File: config.mk
export PLATFORM = sky130hd
export DESIGN_NAME = ex_muldiv_unit
export DESIGN_NICKNAME = d
export VERILOG_FILES = /design/src/rtl/ex_muldiv_unit.sv
export SDC_FILE = /design/constraint.sdc
export NUM_CORES = 1
export LEC_CHECK = 0
export ABC_CLOCK_PERIOD_IN_PS = 8000
export CAP_MARGIN = 10
export CORE_AREA = 2 2 243 245
export CTS_BUF_LIST = sky130_fd_sc_hd__clkbuf_4 sky130_fd_sc_hd__clkbuf_8
export CTS_CLUSTER_SIZE = 24
export DETAILED_ROUTE_END_ITERATION = 10
export DIE_AREA = 0 0 245 247
export PLACE_DENSITY_LB_ADDON = 0.08
export SLEW_MARGIN = 10
export SYNTH_ARGS = -nofsm -noshare
export SYNTH_HDL_FRONTEND = slang
export SYNTH_SLANG_ARGS = --single-unit
File: constraint.sdc
create_clock -name clk -period 8 [get_ports clk]
set_input_delay 0.8 -clock clk [delete_from_list [all_inputs] [get_ports clk]]
set_output_delay 0.8 -clock clk [all_outputs]
set_load 0.01 [all_outputs]
File: src/rtl/ex_muldiv_unit.sv
// ex_muldiv_unit: iterative RV32M/RV64M multiply/divide unit beside the EX-stage ALU.
// Retires BITS_PER_CYCLE multiplier/quotient bits per cycle on magnitudes, then applies
// the sign fix when the result is registered. busy stalls IF/ID/EX; done is a one-cycle pulse.
// Optional build macro MDU_REUSE_EN: a DIV/REM (or DIVU/REMU) that follows a full-length divide
// with the same operands and signedness is answered from stored quotient/remainder in one cycle.
module ex_muldiv_unit #(
    parameter int XLEN           = 32,
    parameter int BITS_PER_CYCLE = 1
) (
    input  logic            clk,
    input  logic            Rst,
    input  logic            dbg,
    input  logic            flush,
    input  logic            start,
    input  logic [2:0]      op,
    input  logic [XLEN-1:0] a,
    input  logic [XLEN-1:0] b,
    input  logic [4:0]      rd_in,
    output logic            busy,
    output logic            done,
    output logic [XLEN-1:0] result,
    output logic [4:0]      rd_out
);
    localparam int ITER = XLEN / BITS_PER_CYCLE;
    localparam int CW   = $clog2(ITER + 1);
    localparam logic [XLEN-1:0] MIN = {1'b1, {(XLEN-1){1'b0}}};

    typedef enum logic [1:0] {IDLE, RUN, FIN} state_t;
    state_t state, state_nxt;

    logic [CW-1:0]   cnt;
    logic [2:0]      op_q;
    logic [4:0]      rd_q, rd_held;
    logic            na_q, nq_q;     // sign of a (remainder), sign of product/quotient
    logic [XLEN-1:0] hi_q, lo_q, mcand_q, res_q, res_held;

    logic            a_neg, b_neg, early, hit, fast, launch, last;
    logic [XLEN-1:0] a_mag, b_mag, early_res, hit_res, fast_res;

    // Operand decode: signedness per funct3, magnitudes, and single-cycle answers
    assign a_neg     = a[XLEN-1] & (op == 3'd1 || op == 3'd2 || op == 3'd4 || op == 3'd6);
    assign b_neg     = b[XLEN-1] & (op == 3'd1 || op == 3'd4 || op == 3'd6);
    assign a_mag     = a_neg ? -a : a;
    assign b_mag     = b_neg ? -b : b;
    assign early     = op[2] & ((b == '0) | (~op[0] & (a == MIN) & (b == '1)));
    assign early_res = (b == '0) ? (op[1] ? a : '1) : (op[1] ? '0 : MIN);
    assign fast      = early | hit;
    assign fast_res  = early ? early_res : hit_res;
    assign launch    = (state == IDLE) & start & ~flush;
    assign last      = (state == RUN) & (cnt == CW'(1));

    logic [XLEN-1:0]   hi_s, lo_s;
    logic [XLEN:0]     r;
    // One iteration group: shift-add multiply (multiplier in lo) or restoring divide (dividend in lo)
    always_comb begin
        hi_s = hi_q;
        lo_s = lo_q;
        r    = '0;
        for (int i = 0; i < BITS_PER_CYCLE; i++) begin
            if (op_q[2]) begin
                r    = {hi_s, lo_s[XLEN-1]};
                lo_s = lo_s << 1;
                if (r >= {1'b0, mcand_q}) begin
                    r       = r - {1'b0, mcand_q};
                    lo_s[0] = 1'b1;
                end
                hi_s = r[XLEN-1:0];
            end else begin
                r    = {1'b0, hi_s} + (lo_s[0] ? {1'b0, mcand_q} : '0);
                lo_s = {r[0], lo_s[XLEN-1:1]};
                hi_s = r[XLEN:1];
            end
        end
    end

    logic [2*XLEN-1:0] prod_f;
    logic [XLEN-1:0]   q_f, r_f, fin_res;
    // Sign fix applied to the post-step values so the final step and fix share one edge
    always_comb begin
        prod_f  = nq_q ? -{hi_s, lo_s} : {hi_s, lo_s};
        q_f     = nq_q ? -lo_s : lo_s;
        r_f     = na_q ? -hi_s : hi_s;
        fin_res = op_q[2] ? (op_q[1] ? r_f : q_f)
                          : ((op_q == 3'd0) ? prod_f[XLEN-1:0] : prod_f[2*XLEN-1:XLEN]);
    end

    // State register; dbg freezes the FSM
    always_ff @(posedge clk) begin
        if (Rst)       state <= IDLE;
        else if (!dbg) state <= state_nxt;
    end

    // Next state: fast ops skip RUN, flush aborts RUN/FIN
    always_comb begin
        state_nxt = state;
        case (state)
            IDLE:    if (launch) state_nxt = fast ? FIN : RUN;
            RUN:     if (flush) state_nxt = IDLE;
                     else if (cnt == CW'(1)) state_nxt = FIN;
            FIN:     state_nxt = IDLE;
            default: state_nxt = IDLE;
        endcase
    end

    // Datapath, counter and held outputs; the held copy only updates on an unflushed done
    always_ff @(posedge clk) begin
        if (Rst) begin
            cnt      <= '0;
            op_q     <= '0;
            rd_q     <= '0;
            rd_held  <= '0;
            na_q     <= 1'b0;
            nq_q     <= 1'b0;
            hi_q     <= '0;
            lo_q     <= '0;
            mcand_q  <= '0;
            res_q    <= '0;
            res_held <= '0;
        end else if (!dbg) begin
            if (launch) begin
                op_q    <= op;
                rd_q    <= rd_in;
                na_q    <= a_neg;
                nq_q    <= a_neg ^ b_neg;
                hi_q    <= '0;
                lo_q    <= a_mag;
                mcand_q <= b_mag;
                cnt     <= fast ? '0 : CW'(ITER);
                if (fast) res_q <= fast_res;
            end else if (state == RUN && !flush) begin
                hi_q <= hi_s;
                lo_q <= lo_s;
                cnt  <= cnt - CW'(1);
                if (last) res_q <= fin_res;
            end else if (state == FIN && !flush) begin
                res_held <= res_q;
                rd_held  <= rd_q;
            end
        end
    end

    // done is suppressed by a same-cycle flush (unless frozen) so result/rd_out keep old values
    assign busy   = (state == RUN);
    assign done   = (state == FIN) & ~Rst & (dbg | ~flush);
    assign result = done ? res_q : res_held;
    assign rd_out = done ? rd_q : rd_held;

`ifdef MDU_REUSE_EN
    logic            ru_vld, ru_sgn, full_q;
    logic [XLEN-1:0] ru_a, ru_b, ru_q, ru_r;

    assign hit     = op[2] & ru_vld & (a == ru_a) & (b == ru_b) & (ru_sgn == ~op[0]);
    assign hit_res = op[1] ? ru_r : ru_q;

    // Reuse store: operands at launch, both results at the last step, valid on completion
    always_ff @(posedge clk) begin
        if (Rst) begin
            ru_vld <= 1'b0;
            ru_sgn <= 1'b0;
            full_q <= 1'b0;
            ru_a   <= '0;
            ru_b   <= '0;
            ru_q   <= '0;
            ru_r   <= '0;
        end else if (!dbg) begin
            if (launch) begin
                full_q <= ~fast;
                if (op[2] & ~fast) begin
                    ru_a   <= a;
                    ru_b   <= b;
                    ru_sgn <= ~op[0];
                    ru_vld <= 1'b0;
                end
            end
            if (last & op_q[2]) begin
                ru_q <= q_f;
                ru_r <= r_f;
            end
            if (state != IDLE && flush && op_q[2]) ru_vld <= 1'b0;
            else if (state == FIN && !flush) begin
                if (!op_q[2])    ru_vld <= 1'b0;
                else if (full_q) ru_vld <= 1'b1;
            end
        end
    end
`else
    assign hit     = 1'b0;
    assign hit_res = '0;
`endif

endmodule

==> flow_metrics.env <==
export IMPL_drt_pre_antenna_iters=5
export IMPL_vias=19540
export IMPL_clkTransAtPathRegs_ns=0.14
export IMPL_core_area_mm2=0.05824
export IMPL_tns_ns=0
export IMPL_cts_resized=0
export IMPL_drt_iter0_drc=1987
export IMPL_synth_top_cell_area_share_pct=21.21
export IMPL_rsz0062_at_grt="false"
export IMPL_rows=89
export IMPL_ys_ff_latch=183
export IMPL_clock_sinks=183
export IMPL_cts_max_level=4
export IMPL_hold_path_class="reg2reg"
export IMPL_synth_cells=2503
export IMPL_io_pins=116
export IMPL_place_inst=3287
export IMPL_power_density_mw_per_mm2=132.8
export IMPL_die_w_um=245
export IMPL_p_total_mw=2.602
export IMPL_grt_pass1_vias=18060
export IMPL_swShare_pct=43.71
export IMPL_power_switching_mw=1.137
export IMPL_ant_nets=0
export IMPL_worstHoldPathCells=2
export IMPL_max_freq_mhz=159.5
export IMPL_die_h_um=247
export IMPL_post_route_period_util_pct=78.37
export IMPL_reg2reg_from="hi_q[13]"
export IMPL_cts_buffers=17
export IMPL_via_per_inst=5.883
export IMPL_r2r_end="res_q[24]"
export IMPL_synth_yosys_seq_area_share_pct=21.21
export IMPL_clk_latency_ns=0.62
export IMPL_stdcell_count=3321
export IMPL_worstMarginPinSlew_ns=1.276
export IMPL_r2r_cells=19
export IMPL_endpoint_kind="register"
export IMPL_combPwrFrac_pct=34.8
export IMPL_drive_above_1_share_pct=5.931
export IMPL_report_final_setup_viol=0
export IMPL_p_clk_share_pct=28.2
export IMPL_arrival_ns=6.78
export IMPL_ctsHoldBuffers=0
export IMPL_grt_max_degree=64
export IMPL_antenna_found_initial=3
export IMPL_start_kind="register"
export IMPL_synth_fp_nets=2653
export IMPL_crit_type="reg2reg"
export IMPL_skew_ns=0.03814
export IMPL_max_slew_margin_pct=14.34
export IMPL_finalMaxSlewViolations=0
export IMPL_synthFlopType="dfxtp_1"
export IMPL_wl_per_cell_um=25.29
export IMPL_status="finished clean"
export IMPL_seq_power_share_pct=37.0
export IMPL_finalCriticalPeriod_ns=6.270
export IMPL_p_int_mw=1.465
export IMPL_rrSetupSlack_ns=1.73
export IMPL_drc_errors=0
export IMPL_layout_nets=2683
export IMPL_synth_top_cells_by_count="382 x nand2_1, 273 x nor2_1, 217 x a21oi_1, 183 x dfxtp_1, 162 x o21ai_0"
export IMPL_cts_setup_buffers=0
export IMPL_hold_viol_final=0
export IMPL_track_usage_pct=27.35
export IMPL_yosysTopAreaCell="dfxtp_1"
export IMPL_cts_tree="yes"
export IMPL_cts_buffer_depth=2
export IMPL_synth_warnings=0
export IMPL_port_buffers=115
export IMPL_ys_types=96
export IMPL_n_fill_cell=6396
export IMPL_worstPathRequired_ns=8.51
export IMPL_min_to="res_held[20]"
export IMPL_max_vdd_ir_drop_mv=0.1188
export IMPL_dieArea_mm2=0.06052
export IMPL_hold_start="res_held[20]"
export IMPL_synth_edf_count=0
export IMPL_grt_pass1_wl_um=122800
export IMPL_syn_area_per_cell_um2=6.901
export IMPL_p_leak_nw=7.251
export IMPL_fin_util_pct=33.63
export IMPL_gp_congestion=0.9792
export IMPL_routed_wl_um=83990
export IMPL_root_buffer="clkbuf_8"
export IMPL_syn_to_final_growth_pct=13.39
export IMPL_cap_viol_max_count=0
export IMPL_cp_max_fo=21
export IMPL_syn_area_mm2=0.01727
export IMPL_initial_core_util_pct=29.66
export IMPL_netlist_top_cells_area="dfxtp_1 21%, nand2_1 8.3%, a21oi_1 6.3%, nor2_1 5.9%, ha_1 5.1%"
export IMPL_hpwl_um=64140
export IMPL_synth_most_common_cell="nand2_1"
export IMPL_grt_overflow=0
export IMPL_async_flop_share_pct=0
[power groups by stage]
stage          Sequential [mW]  Clock [mW]  Combinational (mW)
6_report                 0.963       0.735               0.904
3_3_place_gp             0.982           0               0.884
2_1_floorplan            0.968           0               0.547
3_5_place_dp             0.983           0               0.876
5_1_grt                  0.967       0.787               0.961
4_1_cts                  0.962       0.764               0.879
[logic make-up after synthesis]
family / count (synthesis) / share of synthesized area, %
and+or+nand+nor: 1038 / 28.05
AOI/OAI and AO/OA: 763 / 28.76
buffers and inverters: 234 / 5.447
DFF: 183 / 21.21
xor gates and xnor gates: 166 / 8.417
adders and majority gates: 73 / 5.374
muxes: 46 / 2.738
[area by class of cell]
| type | instances | area (um2) | area share, % |
|---|---|---|---|
| multi-input combinational | 2086 | 12700 | 64.86 |
| antenna | 2 | 5.005 | 0.02555 |
| sequential | 183 | 3669 | 18.73 |
| clock buffer | 17 | 234.0 | 1.195 |
| clock inverter | 15 | 187.7 | 0.9582 |
| timing repair buffer | 164 | 1516 | 7.742 |
| tap | 773 | 967.2 | 4.938 |
| inverter | 81 | 304.0 | 1.552 |
[how the worst max path moves through the flow]
stage,startpoint,endpoint
floorplan,op_q[2],res_q[24]
global placement,b[6],res_q[25]
detailed placement,b[6],res_q[25]
CTS,hi_q[13],res_q[24]
global route,hi_q[13],res_q[24]
finish,hi_q[13],res_q[24]
[sequential cells by signal, summed over array words and instances, names as in the netlist]
register / flops
nq_q: 1
res_held: 32
cnt: 6
lo_q: 32
op_q: 3
hi_q: 32
res_q: 32
state: 2
rd_held: 5
mcand_q: 32
rd_q: 5
na_q: 1
[layer usage]
metal / part of all wire, % / vias up / GRT usage (%)
li1: - / 9124 / -
met1: 47 / 9415 / 39.46
met2: 41 / 873 / 39.44
met3: 9.1 / 123 / 6.566
met4: 2.8 / 4 / 8.877
met5: 0.031 / - / 0
[critical path, cell delays in order (launching register included)]
cell      delay [ns]
dfxtp_1         0.48
ha_1            0.37
a21oi_1         0.28
o21ai_1         0.19
a22o_1          0.30
o21ai_1         0.26
and3_4          0.46
nand3_1         0.33
o21ai_0         0.24
ha_1            0.25
o211ai_1        0.13
or3_1           0.44
or3_1           0.47
or2_2           0.38
nor2_1          0.43
nand4_1         0.36
a221oi_1        0.35
o21ai_0         0.12
o31ai_1         0.24
a22oi_1         0.09
[placed cells by master (no fill, tap or decap), drive strengths merged, types with 50 or more instances in the layout]
master and count:
clkdlybuf4s50 114, o21ai 179, xor2 71, dfxtp 183, nand3 51, inv 91
nand2 383, xnor2 95, nor3 96, buf 50, nor2 275, a21oi 219
ha 71
[stage by stage]
stage | hold WS [ns] | worst slack (ns) | area, um2
2_1_floorplan | 0.4316 | 3.164 | 17270
3_3_place_gp | 0.4425 | 1.846 | 19160
3_5_place_dp | 0.4465 | 1.812 | 19160
4_1_cts | 0.4654 | 1.895 | 19580
5_1_grt | 0.4760 | 1.352 | 19590
6_report | 0.4625 | 1.730 | 19590
Power figures use the tool's default switching activity.
